<file path="src/rtl/am_pkg.sv">
// -----------------------------------------------------------------------------
// am_pkg
// Constants shared by the 40GBASE-R alignment marker inserter (TX) and the
// marker lock (RX).
//   SYNC_CTRL / SYNC_DATA : 2-bit sync header values, block bits [1:0]
//   GAP_N                 : data blocks between consecutive markers
//   CNT_W                 : width of the marker slot counter
//   AM_M                  : per-lane M-bytes, packed {M0,M1,M2,M4,M5,M6}
//   am_marker()           : builds a 66-bit marker from lane index and BIP3
// -----------------------------------------------------------------------------
package am_pkg;

  localparam logic [1:0] SYNC_CTRL = 2'b10;
  localparam logic [1:0] SYNC_DATA = 2'b01;

  localparam int GAP_N = 16383;
  localparam int CNT_W = 14;

  // Read left to right in transmission order: M0 M1 M2 M4 M5 M6.
  localparam logic [47:0] AM_M [0:3] = '{
    48'h907647_6f89b8,
    48'hf0c4e6_0f3b19,
    48'hc5659b_3a9a64,
    48'ha2793d_5d86c2
  };

  // Layout LSB first: sync, M0, M1, M2, BIP3, M4, M5, M6, BIP7 (= ~BIP3).
  function automatic logic [65:0] am_marker(input logic [1:0] lane,
                                            input logic [7:0] bip3);
    logic [47:0] m;
    m = AM_M[lane];
    return {~bip3, m[7:0], m[15:8], m[23:16], bip3,
            m[31:24], m[39:32], m[47:40], SYNC_CTRL};
  endfunction

endpackage

</file>
<file path="src/rtl/am_insert_tx_if.sv">
// -----------------------------------------------------------------------------
// am_insert_tx_if
// Block bus between the scrambler/gearbox and the alignment marker inserter.
//   valid_i : slot enable from the gearbox
//   block_i : scrambled block from upstream
//   ready_o : block_i consumed this slot (low = marker takes the slot)
//   valid_o : block_o valid
//   am_v_o  : block_o is an alignment marker
//   block_o : block towards the gearbox
// Modports: slave = inserter side, master = driving side.
// -----------------------------------------------------------------------------
interface am_insert_tx_if #(
  parameter int BLOCK_W = 66
);

  logic               valid_i;
  logic [BLOCK_W-1:0] block_i;
  logic               ready_o;
  logic               valid_o;
  logic               am_v_o;
  logic [BLOCK_W-1:0] block_o;

  modport slave (
    input  valid_i, block_i,
    output ready_o, valid_o, am_v_o, block_o
  );

  modport master (
    output valid_i, block_i,
    input  ready_o, valid_o, am_v_o, block_o
  );

endinterface

</file>
<file path="src/rtl/am_bip_acc.sv">
// -----------------------------------------------------------------------------
// am_bip_acc
// Bit-interleaved parity accumulator for the alignment marker BIP3 field.
// Only built when AM_TX_BIP_EN is defined.
//   clk, reset : clock, asynchronous active-high reset
//   en_i       : slot is valid; nothing changes when low
//   load_i     : slot carries a marker; reload instead of accumulate
//   block_i    : block emitted in this slot
//   bip_o      : accumulated parity (the BIP3 of the next marker)
// Parity: XOR of the 8 payload bytes, sync bit 0 folded into bit 3 and
// sync bit 1 folded into bit 4.
// -----------------------------------------------------------------------------
`ifdef AM_TX_BIP_EN
module am_bip_acc #(
  parameter int BLOCK_W = 66
) (
  input  logic               clk,
  input  logic               reset,
  input  logic               en_i,
  input  logic               load_i,
  input  logic [BLOCK_W-1:0] block_i,
  output logic [7:0]         bip_o
);

  logic [7:0] par_chain [0:8];
  logic [7:0] acc_q, acc_d;

  // Chain starts from the folded sync bits, then XORs in each payload byte.
  assign par_chain[0] = {3'b000, block_i[1], block_i[0], 3'b000};

  genvar gi;
  generate
    for (gi = 0; gi < 8; gi++) begin : g_byte
      assign par_chain[gi+1] = par_chain[gi] ^ block_i[2 + 8*gi +: 8];
    end
  endgenerate

  always_comb begin
    acc_d = acc_q;
    if (en_i) begin
      if (load_i) acc_d = par_chain[8];
      else        acc_d = acc_q ^ par_chain[8];
    end
  end

  always_ff @(posedge clk or posedge reset) begin
    if (reset) acc_q <= '0;
    else       acc_q <= acc_d;
  end

  assign bip_o = acc_q;

endmodule
`endif

</file>
<file path="src/rtl/am_insert_tx.sv">
// -----------------------------------------------------------------------------
// am_insert_tx
// Per-lane alignment marker inserter for the 40GBASE-R TX PCS. Every
// GAP_N+1 valid slots one slot carries the lane's alignment marker instead
// of upstream data; upstream is held off (ready_o low) for that slot.
//   clk     : clock
//   reset   : asynchronous active-high reset
//   bus     : am_insert_tx_if.slave (valid_i, block_i, ready_o, valid_o,
//             am_v_o, block_o)
// Build option: AM_TX_BIP_EN -- when defined the BIP accumulator is built and
// markers carry a real BIP3/BIP7; otherwise markers carry BIP3=00, BIP7=ff.
// -----------------------------------------------------------------------------
module am_insert_tx #(
  parameter int BLOCK_W = 66,
  parameter int LANE_N  = 4,
  parameter int LANE    = 0,
  parameter int GAP_N   = am_pkg::GAP_N
) (
  input  logic          clk,
  input  logic          reset,
  am_insert_tx_if.slave bus
);

  import am_pkg::*;

  localparam logic [1:0]       LANE_SEL = 2'(LANE % LANE_N);
  localparam logic [CNT_W-1:0] CNT_LAST = CNT_W'(GAP_N);

  logic [CNT_W-1:0]   cnt_q, cnt_d;
  logic [BLOCK_W-1:0] block_q, block_d;
  logic               valid_q;
  logic               am_v_q, am_v_d;
  logic [7:0]         bip3;
  logic [65:0]        marker;

  // Counter value 0 is the marker slot. It only advances on valid slots, so
  // a marker slot missed while valid_i is low is simply deferred.
  assign bus.ready_o = (cnt_q != '0);

  assign marker = am_marker(LANE_SEL, bip3);

  always_comb begin
    cnt_d   = cnt_q;
    block_d = block_q;
    am_v_d  = am_v_q;
    if (bus.valid_i) begin
      cnt_d = (cnt_q == CNT_LAST) ? '0 : cnt_q + 1'b1;
      if (bus.ready_o) begin
        block_d = bus.block_i;
        am_v_d  = 1'b0;
      end else begin
        block_d = marker;
        am_v_d  = 1'b1;
      end
    end
  end

`ifdef AM_TX_BIP_EN
  // The accumulator sees exactly the emitted block, so a marker slot reloads
  // it with the parity of the marker including its final BIP fields.
  am_bip_acc #(
    .BLOCK_W (BLOCK_W)
  ) u_bip_acc (
    .clk     (clk),
    .reset   (reset),
    .en_i    (bus.valid_i),
    .load_i  (~bus.ready_o),
    .block_i (block_d),
    .bip_o   (bip3)
  );
`else
  assign bip3 = 8'h00;
`endif

  always_ff @(posedge clk or posedge reset) begin
    if (reset) begin
      cnt_q   <= '0;
      block_q <= '0;
      valid_q <= 1'b0;
      am_v_q  <= 1'b0;
    end else begin
      cnt_q   <= cnt_d;
      block_q <= block_d;
      valid_q <= bus.valid_i;
      am_v_q  <= am_v_d;
    end
  end

  assign bus.valid_o = valid_q;
  assign bus.am_v_o  = am_v_q;
  assign bus.block_o = block_q;

endmodule

</file>
<file path="src/flat_wrapper.sv">
// flat-port wrapper written by rule: the top's interface ports become plain ports
module am_insert_tx_flat import am_pkg::*;
#(
  parameter int BLOCK_W = 66,
  parameter int LANE_N  = 4,
  parameter int LANE    = 0,
  parameter int GAP_N   = am_pkg::GAP_N
)
  (clk, reset, bus_valid_i, bus_block_i, bus_ready_o, bus_valid_o, bus_am_v_o, bus_block_o);
  am_insert_tx_if #(.BLOCK_W(BLOCK_W)) bus_i ();
  input  logic clk;
  input  logic reset;
  input wire logic [$bits(bus_i.valid_i)-1:0] bus_valid_i;
  input wire logic [$bits(bus_i.block_i)-1:0] bus_block_i;
  output wire logic [$bits(bus_i.ready_o)-1:0] bus_ready_o;
  output wire logic [$bits(bus_i.valid_o)-1:0] bus_valid_o;
  output wire logic [$bits(bus_i.am_v_o)-1:0] bus_am_v_o;
  output wire logic [$bits(bus_i.block_o)-1:0] bus_block_o;
  assign bus_i.valid_i = bus_valid_i;
  assign bus_i.block_i = bus_block_i;
  assign bus_ready_o = bus_i.ready_o;
  assign bus_valid_o = bus_i.valid_o;
  assign bus_am_v_o = bus_i.am_v_o;
  assign bus_block_o = bus_i.block_o;
  am_insert_tx #(.BLOCK_W(BLOCK_W), .LANE_N(LANE_N), .LANE(LANE), .GAP_N(GAP_N)) u_core (.clk(clk), .reset(reset), .bus(bus_i));
endmodule
</file>
<file path="config.mk">
export PLATFORM = sky130hd
export DESIGN_NAME = am_insert_tx_flat
export DESIGN_NICKNAME = d
export VERILOG_FILES = /design/src/rtl/am_pkg.sv /design/src/rtl/am_insert_tx_if.sv /design/src/rtl/am_bip_acc.sv /design/src/rtl/am_insert_tx.sv /design/src/flat_wrapper.sv
export SDC_FILE = /design/constraint.sdc
export NUM_CORES = 1
export LEC_CHECK = 0
export ABC_AREA = 1
export BUFFER_PORTS_ARGS = -buffer_cell sky130_fd_sc_hd__buf_2
export CORE_ASPECT_RATIO = 1.75
export CORE_MARGIN = 5
export CORE_UTILIZATION = 53
export CTS_CLUSTER_SIZE = 25
export DETAILED_ROUTE_END_ITERATION = 8
export MAX_ROUTING_LAYER = met4
export PLACE_DENSITY = 0.91
export SYNTH_ARGS = -nofsm -noshare
export SYNTH_HDL_FRONTEND = slang
export SYNTH_SLANG_ARGS = --single-unit
</file>
<file path="constraint.sdc">
create_clock -name clk -period 6.72 [get_ports clk]
set_input_delay 1.008 -clock clk [delete_from_list [all_inputs] [get_ports clk]]
set_output_delay 1.008 -clock clk [all_outputs]
set_load 0.005 [all_outputs]
</file>
==> flow_summary.json, run 1 <==
{
  "diodes": 0,
  "ant_nets": 0,
  "fill_cells": 508,
  "drc_errors": 0,
  "synth-main-ff-cell": "dfrtp_1",
  "crit_type": "reg2out",
  "wirelength_um": 9300,
  "die_h_um": 119,
  "muxShareOfSynthArea": 0,
  "drtPass1Iterations": 5,
  "drive_above_1_share": 0.303,
  "ys_seq_elements": 82,
  "clock_skew_ns": 0.00634,
  "yosysMostFrequentCell": "nand2_1",
  "syn_area_sq_um": 3610,
  "clockBufferDepth": 2,
  "synth-xor-area-share": 0.0146,
  "cts_tree": "built",
  "port_buffers": 137,
  "cts_buffers": 9,
  "max_cap_viol_count": 0,
  "synthArstFlopShare": 1.00,
  "overflow": 0,
  "synth_top_family_by_area": "simple AND/OR/NAND/NOR gates",
  "fin_crit_ns": 3.11,
  "synth_edf_count": 0,
  "routabilityCongestion": 0.857,
  "cp.required_ns": 5.71,
  "vias": 3325,
  "seqCellArea_sq_um": 2050,
  "antenna_found_initial": 0,
  "path_clk_slew_ns": 0.06,
  "synth-simple-area-share": 0.300,
  "synth_common_cells": "142 x nand2_1, 82 x dfrtp_1, 66 x nor2_1, 46 x nand3_1, 31 x inv_1",
  "grt_pass1_vias": 3346,
  "setup_violations": 0,
  "cp_max_fo": 23,
  "clock.fmax_mhz": 322,
  "maxSlewViolCount": 0,
  "synth_compound_area_frac": 0.0427,
  "start_util": 0.548,
  "nets": 633,
  "finalPower_w": 0.00138,
  "synthCells": 433,
  "wl_per_cell_um": 14.3,
  "tightest_slew_ns": 1.10,
  "critPathLaunchType": "flip-flop",
  "multi_input_area_sq_um": 1310,
  "dp_hpwl_um": 6300,
  "relSlewSlack": 0.264,
  "vias_per_cell": 5.12,
  "clk_latency_ns": 0.33,
  "cts.sinks": 82,
  "synth.yosys.seq_area_share": 0.569,
  "holdBufCountCts": 0,
  "cts_setup_buffers": 0,
  "area_delta_synth_final_pct": 27.5,
  "grt_max_degree": 83,
  "htreeDepth": 3,
  "synth_nets": 504,
  "rsz0062_at_grt": "no",
  "hold_viol": 0,
  "powerDensity_nw_per_um2": 301,
  "synth_top_area_frac": 0.569,
  "cts-root-buf": "clkbuf_16",
  "wl_met2_um": 5000,
  "drtIter0Drc": 278,
  "period_share": 0.462,
  "cts_resized": 0,
  "synth_cell_types": 23,
  "num_io_pins": 138,
  "hold_path_class": "reg2reg",
  "gr-usage-all-layers": 0.233,
  "highest_layer": "met4",
  "crit_path_end_kind": "output port",
  "p_leak_nw": 2.58,
  "wl_met3_um": 569,
  "synth.area.top_cells": "dfrtp_1 57%, nand2_1 15%, nor2_1 6.9%, nand3_1 6.4%, inv_1 3.2%",
  "grt_pass1_wl_um": 15300,
  "die-area_sq_um": 8620,
  "worstPathArrival_ns": 2.10,
  "avgSynthCellArea_sq_um": 8.33,
  "num_rows": 39,
  "drt-met1-wl_um": 3380,
  "fp.coreArea_sq_um": 6590,
  "status": "complete, no violations",
  "finalSetupTns_ns": 0,
  "yosys.area.top_type": "dfrtp_1",
  "synth_fa_ha_area_frac": 0.00694,
  "die_w_um": 72.4,
  "yosys_warnings": 0,
  "ir_worst_vdd_uv": 184
}
registers in the layout (all words and copies together) (netlist names):
| register | cells |
|---|---|
| u_core.cnt_q | 14 |
| u_core.bus.valid_o | 1 |
| u_core.bus.am_v_o | 1 |
| u_core.bus.block_o | 66 |
worst max-delay path, stage by stage, from the launching register on:
cell	delay, ns
dfrtp_1	0.44
inv_1	0.08
ha_1	0.17
nand3_1	0.08
nor2_1	0.11
nand2_1	0.55
buf_2	0.35
cell type report:
class,instances,share of cell area
flip-flops and latches,82,0.446
repair buffers,139,0.152
well taps,82,0.0223
clock inverters,6,0.0141
clock buffers,10,0.0520
inverters,33,0.0272
multi-input cells,297,0.286
through the flow:
stage	setup slack [ns]	utilization	hold WS [ns]	cells	instance area, sq um
6_report	3.61	0.698	0.477	649	4600
2_1_floorplan	3.60	-	0.472	433	3610
3_5_place_dp	3.78	0.652	0.461	633	4290
5_1_grt	3.48	0.698	0.498	649	4600
4_1_cts	3.60	0.698	0.484	649	4600
3_3_place_gp	3.85	0.652	0.457	633	4290
report_power, final:
group / leakage (nW) / switching [W] / total, W / internal (W)
registers: 0.954 / 0.0000668 / 0.000633 / 0.000567
clock network: 0.149 / 0.000189 / 0.000487 / 0.000298
logic: 1.48 / 0.000156 / 0.000264 / 0.000108
cell usage in the layout (no fill, tap or decap), drive strengths merged:
master	netlist	final
clkinvlp	0	1
ha	2	2
xnor2	1	1
nand3	46	46
bufinv	0	1
xor2	5	5
o21ai	2	2
nand4	4	4
inv	33	33
clkbuf	7	10
nor2	70	70
nand2	143	143
nor3	2	2
dfrtp	82	82
buf	14	139
a21oi	22	22
clkinv	0	4
cells by family after synthesis:
group,count (synthesis)
and+or+nand+nor,265
DFF,82
buffers and inverters,54
AOI/OAI and AO/OA,24
xor gates and xnor gates,6
adders and majority gates,2
worst paths after layout:
path / start / endpoint / slack [ns] / depth (start not counted)
max: u_core.cnt_q[0] / bus_ready_o / 3.61 / 6
max reg2reg: u_core.cnt_q[0] / u_core.bus.block_o[64] / 4.83 / 8
min in group asynchronous: reset / u_core.cnt_q[8] / 0.98 / 3
min: u_core.bus.block_o[4] / u_core.bus.block_o[4] / 0.48 / 2
max in group asynchronous: reset / u_core.bus.block_o[49] / 5.10 / 3
min reg2reg: u_core.bus.block_o[4] / u_core.bus.block_o[4] / 0.48 / 2
metal layers:
layer / vias to the layer above / global-route usage
met5: - / -
met4: 0 / 0.118
met3: 25 / 0.0422
met2: 137 / 0.398
met1: 1558 / 0.253
li1: 1605 / -
Note: power is estimated with default switching activity, not from simulation.
==> run 2: changes to the inputs <==
- CORE_UTILIZATION: 53 -> 49
- PLACE_DENSITY: 0.91 -> 0.85
- clock period: 6.72 -> 3.1 ns (I/O delays scaled with it)
==> flow_summary.json, run 2 (synthesized netlist as in run 1, its figures left out) <==
{
  "die_h_um": 124,
  "largest_reg_flops": 66,
  "drive_above_1_share": 0.307,
  "critPathLaunchType": "flip-flop",
  "max_cap_viol_count": 0,
  "clock.fmax_mhz": 466,
  "routabilityCongestion": 0.913,
  "rrSetupSlack_ns": 1.27,
  "gr-usage-all-layers": 0.208,
  "cp.required_ns": 2.63,
  "cts.sinks": 82,
  "grt_pass1_wl_um": 14200,
  "drtPass1Iterations": 7,
  "num_rows": 41,
  "r2r_start": "u_core.cnt_q[0]",
  "vias": 3291,
  "drc_errors": 0,
  "grt_max_degree": 71,
  "dp_hpwl_um": 6450,
  "worstPathArrival_ns": 1.68,
  "finalSetupTns_ns": 0,
  "setup_violations": 0,
  "cts_setup_buffers": 0,
  "p_leak_nw": 2.59,
  "num_io_pins": 138,
  "rr_worst_depth": 7,
  "grt_pass1_vias": 3167,
  "fill_cells": 617,
  "layout_common_cells": "142 x nand2_1, 137 x buf_2, 82 x dfrtp_1, 66 x nor2_1, 46 x nand3_1",
  "cp_max_fo": 23,
  "ant_nets": 0,
  "clk_latency_ns": 0.34,
  "status": "complete, no violations",
  "period_share": 0.693,
  "tightest_slew_ns": 1.10,
  "die-area_sq_um": 9250,
  "ir_worst_vdd_uv": 396,
  "powerDensity_nw_per_um2": 640,
  "rsz0062_at_grt": "no",
  "vias_per_cell": 5.02,
  "holdBufCountCts": 0,
  "drtIter0Drc": 233,
  "fin_crit_ns": 2.15,
  "area_delta_synth_final_pct": 27.9,
  "cts_resized": 0,
  "final_common_cell": "nand2_1",
  "wl_per_cell_um": 13.9,
  "cts-root-buf": "clkbuf_16",
  "hold_path_class": "in2async",
  "htreeDepth": 3,
  "antenna_found_initial": 0,
  "diodes": 0,
  "die_w_um": 74.9,
  "multi_input_area_sq_um": 1310,
  "fp.coreArea_sq_um": 7180,
  "hold_viol": 0,
  "clock_skew_ns": 0.00673,
  "path_clk_slew_ns": 0.06,
  "clockBufferDepth": 2,
  "port_buffers": 137,
  "relSlewSlack": 0.263,
  "seqCellArea_sq_um": 2050,
  "crit_type": "reg2out",
  "overflow": 0,
  "nets": 636,
  "r2r-end": "u_core.bus.block_o[31]",
  "cts_tree": "built",
  "wirelength_um": 9130,
  "crit_path_end_kind": "output port",
  "maxSlewViolCount": 0,
  "final_util": 0.642,
  "start_util": 0.502,
  "cts_buffers": 9
}
## run 2: changes by cell type in the layout (fill, tap and decap cells not counted), sizes merged
cell and change:
clkbuf +2, clkinvlp +1, inv -1, buf +3, clkinv -1, bufinv -1
## run 2: per-layer routing
layer  share of wire  GRT usage  vias to the layer above
met5               0          -                        -
met4           0.036      0.106                        0
met3           0.071     0.0423                       25
met2            0.53      0.352                      135
met1            0.36      0.227                     1522
li1                -          -                     1609
## run 2: final cells by class
type	instances	area share
Clock buffer	12	0.0578
Clock inverter	4	0.00542
Inverter	33	0.0271
Multi-Input combinational cell	297	0.285
Sequential cell	82	0.445
Tap cell	86	0.0233
Timing Repair Buffer	142	0.157
## run 2: how the worst max path moves through the flow
stage	start	to	slack [ns]
6_report	u_core.cnt_q[0]	bus_ready_o	0.95
5_1_grt	u_core.cnt_q[0]	bus_ready_o	0.87
4_1_cts	u_core.cnt_q[0]	bus_ready_o	0.94
3_5_place_dp	bus_valid_i	u_core.cnt_q[1]	1.24
3_3_place_gp	bus_valid_i	u_core.cnt_q[7]	1.30
2_1_floorplan	reset	u_core.bus.am_v_o	0.53
## run 2: worst max-delay path, cell delays in order (launching register included)
cell	delay [ns]
dfrtp_1	0.42
inv_1	0.06
ha_1	0.21
nand3_1	0.09
nor2_1	0.05
nand2_1	0.06
buf_4	0.29
buf_2	0.17
## run 2: stage by stage
stage	instance area, sq um	cells	setup WS [ns]	power (W)	hold slack (ns)
2_1_floorplan	3610	433	0.527	0.00173	0.472
3_3_place_gp	4320	640	1.30	0.00193	0.457
3_5_place_dp	4320	640	1.24	0.00196	0.464
4_1_cts	4610	656	0.944	0.00298	0.345
5_1_grt	4610	656	0.867	0.00312	0.359
6_report	4610	656	0.952	0.00295	0.332
## run 2: power breakdown
group	switching, W	total (W)	leakage, nW	internal, W
sequential	0.000141	0.00137	0.954	0.00123
clock	0.000402	0.00101	0.141	0.000604
combinational	0.000340	0.000575	1.49	0.000236
total	0.000883	0.00295	2.59	0.00207
